`src/rtl/td4_core_param.sv`:
```
// TD4-compatible single-cycle core with parametrised widths,
// fetch-valid handshake and halt/single-step debug control.
module td4_core_param #(
    parameter int DATA_W       = 4,
    parameter int ADDR_W       = 4,
    parameter bit RESET_HALTED = 1'b0
) (
    input  logic              clk,
    input  logic              rst,
    input  logic [DATA_W+3:0] instr,
    input  logic              instr_valid,
    input  logic [DATA_W-1:0] in_port,
    input  logic              halt_req,
    input  logic              step,
    output logic [ADDR_W-1:0] pc,
    output logic [DATA_W-1:0] out_port,
    output logic              cf,
    output logic              halted,
    output logic              retired
);

    typedef enum logic {
        RUN,
        HALTED
    } state_t;

    typedef enum logic [1:0] {
        SRC_ZERO,
        SRC_A,
        SRC_B,
        SRC_IN
    } src_t;

    typedef enum logic [1:0] {
        DST_NONE,
        DST_A,
        DST_B,
        DST_OUT
    } dst_t;

    localparam logic [ADDR_W-1:0] PC_ONE = ADDR_W'(1);

    state_t            state;
    state_t            state_next;
    logic [DATA_W-1:0] reg_a;
    logic [DATA_W-1:0] reg_b;

    logic [3:0]        opcode;
    logic [DATA_W-1:0] imm;
    src_t              src_sel;
    dst_t              dst_sel;
    logic              is_jmp;
    logic              is_jnc;
    logic              is_nop;

    logic [DATA_W-1:0] src_val;
    logic [DATA_W-1:0] sum;
    logic              carry;
    logic [ADDR_W-1:0] pc_next;
    logic              exe;

    assign opcode = instr[DATA_W+3:DATA_W];
    assign imm    = instr[DATA_W-1:0];

    always_comb begin
        src_sel = SRC_ZERO;
        dst_sel = DST_NONE;
        is_jmp  = 1'b0;
        is_jnc  = 1'b0;
        is_nop  = 1'b0;
        unique case (opcode)
            4'b0000: begin src_sel = SRC_A;    dst_sel = DST_A;   end
            4'b0001: begin src_sel = SRC_B;    dst_sel = DST_A;   end
            4'b0010: begin src_sel = SRC_IN;   dst_sel = DST_A;   end
            4'b0011: begin src_sel = SRC_ZERO; dst_sel = DST_A;   end
            4'b0100: begin src_sel = SRC_A;    dst_sel = DST_B;   end
            4'b0101: begin src_sel = SRC_B;    dst_sel = DST_B;   end
            4'b0110: begin src_sel = SRC_IN;   dst_sel = DST_B;   end
            4'b0111: begin src_sel = SRC_ZERO; dst_sel = DST_B;   end
            4'b1001: begin src_sel = SRC_B;    dst_sel = DST_OUT; end
            4'b1011: begin src_sel = SRC_ZERO; dst_sel = DST_OUT; end
            4'b1110: is_jnc = 1'b1;
            4'b1111: is_jmp = 1'b1;
            default: is_nop = 1'b1;
        endcase
    end

    always_comb begin
        src_val = '0;
        unique case (src_sel)
            SRC_A:   src_val = reg_a;
            SRC_B:   src_val = reg_b;
            SRC_IN:  src_val = in_port;
            default: src_val = '0;
        endcase
    end

    // Jumps select a zero source, so their carry is naturally 0.
    assign {carry, sum} = {1'b0, src_val} + {1'b0, imm};

    always_comb begin
        pc_next = pc + PC_ONE;
        if (is_jmp || (is_jnc && !cf)) begin
            pc_next = ADDR_W'(imm);
        end
    end

    assign exe = instr_valid &&
                 (((state == RUN) && !halt_req) ||
                  ((state == HALTED) && step));

    always_comb begin
        state_next = state;
        unique case (state)
            RUN: begin
                if (halt_req) begin
                    state_next = HALTED;
                end
            end
            HALTED: begin
                if (!halt_req && !step) begin
                    state_next = RUN;
                end
            end
            default: state_next = RUN;
        endcase
    end

    always_ff @(posedge clk or posedge rst) begin
        if (rst) begin
            state   <= RESET_HALTED ? HALTED : RUN;
            retired <= 1'b0;
        end else begin
            state   <= state_next;
            retired <= exe;
        end
    end

    always_ff @(posedge clk or posedge rst) begin
        if (rst) begin
            reg_a    <= '0;
            reg_b    <= '0;
            out_port <= '0;
            pc       <= '0;
            cf       <= 1'b0;
        end else if (exe) begin
            if (dst_sel == DST_A) begin
                reg_a <= sum;
            end
            if (dst_sel == DST_B) begin
                reg_b <= sum;
            end
            if (dst_sel == DST_OUT) begin
                out_port <= sum;
            end
            pc <= pc_next;
            if (!is_nop) begin
                cf <= carry;
            end
        end
    end

    assign halted = (state == HALTED);

endmodule

```
`config.mk`:
```
export PLATFORM = sky130hd
export DESIGN_NAME = td4_core_param
export DESIGN_NICKNAME = d
export VERILOG_FILES = /design/src/rtl/td4_core_param.sv
export SDC_FILE = /design/constraint.sdc
export NUM_CORES = 1
export LEC_CHECK = 0
export BUFFER_PORTS_ARGS = -buffer_cell sky130_fd_sc_hd__buf_2
export CORE_MARGIN = 2
export CORE_UTILIZATION = 55
export CTS_CLUSTER_DIAMETER = 80
export DETAILED_ROUTE_END_ITERATION = 10
export PLACE_DENSITY = 0.83
export RECOVER_POWER = 100
export SYNTH_ARGS = -nofsm -noshare
export SYNTH_HDL_FRONTEND = slang
export SYNTH_SLANG_ARGS = --single-unit
```
`constraint.sdc`:
```
create_clock -name clk -period 5.38 [get_ports clk]
set_clock_uncertainty 0.1 [all_clocks]
set_input_delay 0 -clock clk [delete_from_list [all_inputs] [get_ports clk]]
set_output_delay 0 -clock clk [all_outputs]
set_load 0.02 [all_outputs]
```
==> results.toml <==
[run_status]
status = "complete, no violations"

[power]
report.power.total_mw = 0.499
powerDensity_nw_per_um2 = 377
ir_drop_mv = 0.264
p_leak_nw = 0.644

[placed_design]
placed_cells = 153
gp_congestion = 0.807
io_buffers = 27
hpwl_mm = 1.67

[critical_path]
reg2reg_to = "pc[3]$_DFFE_PP0P_"
cp-start-kind = "register"
arrival_ns = 2.54
r2r_start = "halted$_DFF_PP0_"
cp.required_ns = 5.53
critPathKind = "register to register"
r2r_cells = 5
worstSetupEndpointType = "register"
crit_fanout = 9
regToRegSetupSlack_ns = 2.99

[timing]
slew_viol_final = 0
fin_crit_sh_pct = 44.5
tns_ns = 0
hold_violations = 0
fin_crit_ns = 2.39
fmax_mhz = 418
relSlewSlack_pct = 36.1
rsz0062_at_grt = "no"
finalSetupViolations = 0
worst_pin_slew_ns = 0.949

[routing]
via_per_inst = 5.39
wirelength_mm = 2.33
drt_pass1_iterations = 4
drt_iter0_drc = 27
ant_nets = 0
dr_total_vias = 894
wl_per_cell_um = 14.1
remaining_drc_errors = 0

[yosys]
syn_nets = 124
ys_async_sr_fraction_pct = 100
synth_area_um2 = 1080
yosys_warnings = 0
synth_area_leaders = "dfrtp_1 (44%), mux2_2 (9.4%), mux2i_1 (6.5%)"
synth-edff-count = 0
synth_most_common_cell = "dfrtp_1"
synthTopCellsByCount = "dfrtp_1 (19), nand2_1 (10), inv_1 (9), mux2_2 (9), o21ai_0 (8)"
synthDistinctLibCells = 30
syn_inst = 101
ys_seq_area_share_pct = 43.9
netlist.area_leader.share_pct = 43.9
syn_avg_cell_area_um2 = 10.7
ys_seq_elements = 19
synth_top_area_cell = "dfrtp_1"
ys.flop_type = "dfrtp_1"

[global_routing]
grt_max_degree = 20
met2_usage_pct = 35.9
top_usage_layer = "met2"
met1_usage_pct = 29.9
antenna_found_initial = 0
grt_pass1_wl_mm = 4.00
grt_use_total_pct = 22.5
overflow = 0
grt_pass1_vias = 873
met3_usage_pct = 4.01

[clock_tree]
clock-root-buffer = "clkbuf_4"
cts-htree-levels = 1
cts_tree = "yes"
cts_buffer_depth = 2
cts_made_buffers = 3
clock_latency_ns = 0.30
cts_resized = 0
clkTransAtPathRegs_ns = 0.10
clkSinkCount = 19

[flow_run]
maxCapViolations = 0

[die]
core-area_um2 = 1900
die-area_um2 = 2340
initial_core_util_pct = 57.0
die_y_um = 48.4
fp.dieW_um = 48.4
pin_count = 28
num_rows = 16

[min_path]
hold_end = "out_port[1]$_DFFE_PP0P_"
hp-start = "instr[7]"
hp-class = "input pin to register"
holdPathStages = 3

[layout]
drive_gt1_share_pct = 21.6
areaGrowthSynthToFinish_pct = 22.3
final_nets = 163
num_antenna_cells = 0
final_cells = 166
final.fill_count = 161
## through the flow
stage / hold slack, ns / worst slack [ns] / cell area [µm²] / util (%)
2_1_floorplan: -0.149 / 3.52 / 1080 / -
5_1_grt: 0.0240 / 2.77 / 1330 / 69.7
3_3_place_gp: 0.0389 / 3.36 / 1230 / 64.7
3_5_place_dp: 0.0544 / 3.19 / 1230 / 64.7
4_1_cts: 0.000762 / 3.03 / 1350 / 70.8
6_report: 0.00535 / 2.99 / 1330 / 69.7
## timing repair
item	in CTS	in global routing
endpoints found under the setup margin	0	0
endpoints found under the hold margin	25	0
hold buffers	9	0
setup buffers	0	0
## final cells by class
cell class / count / area, µm² / share of cell area [%]
tap: 27 / 33.8 / 2.55
clock buffer: 4 / 26.3 / 1.98
sequential: 19 / 475 / 35.9
multi-input combinational: 71 / 546 / 41.2
inverter: 9 / 33.8 / 2.55
timing repair buffer: 36 / 210 / 15.9
## layer usage
metal	share of wire, %	wire (µm)	up-vias
met5	0	0	-
met2	47	1110	33
met3	5.4	127	11
met4	3.6	83	0
met1	43	1010	412
li1	-	-	438
## how the worst max path moves through the flow
stage                                   end        startpoint  cells after the start
floorplan           out_port[2]$_DFFE_PP0P_          instr[5]                      9
global placement    out_port[2]$_DFFE_PP0P_          instr[5]                      9
detailed placement  out_port[2]$_DFFE_PP0P_          instr[5]                      9
CTS                 out_port[2]$_DFFE_PP0P_          instr[6]                     10
global route              pc[3]$_DFFE_PP0P_  halted$_DFF_PP0_                      5
finish                    pc[3]$_DFFE_PP0P_  halted$_DFF_PP0_                      5
## critical path, cell delays in order (launching register included)
cell and delay [ns]:
dfrtp_1 0.41, and2_0 0.23, o21ai_0 0.78, a21oi_1 0.07, o22ai_1 0.18, dlygate4sd3_1 0.57
## where the power goes
part	switching [mW]	internal, mW	total [mW]
sequential	0.0363	0.197	0.233
clock	0.0432	0.0289	0.0721
combinational	0.107	0.0868	0.194
## logic make-up (layout without fill, tap and decap cells)
logic type | count (synthesis) | count (layout) | synth area share [%]
compound gates | 27 | 27 | 16.9
flops | 19 | 19 | 43.9
mux | 16 | 16 | 15.8
fa+ha+maj | 6 | 6 | 7.62
xor+xnor | 2 | 2 | 1.62
buf+inv | 11 | 49 | 5.20
simple gates | 20 | 20 | 9.01
## cell usage in the layout (no fill, tap or decap), types with 2 or more instances in the layout
cell type,count
dfrtp_1,19
buf_2,15
clkbuf_1,13
nand2_1,10
o21ai_0,9
mux2_2,9
inv_1,9
dlygate4sd3_1,9
mux2i_1,7
a21oi_1,5
ha_1,5
nor2_1,4
a21o_1,3
clkbuf_4,3
xnor2_1,2
## state kept, by name, summed over array words and instances, names as in the netlist
register  cells
retired       1
pc            4
reg_b         4
reg_a         4
cf            1
out_port      4
halted        1
Note: power is estimated with default switching activity, not from simulation.
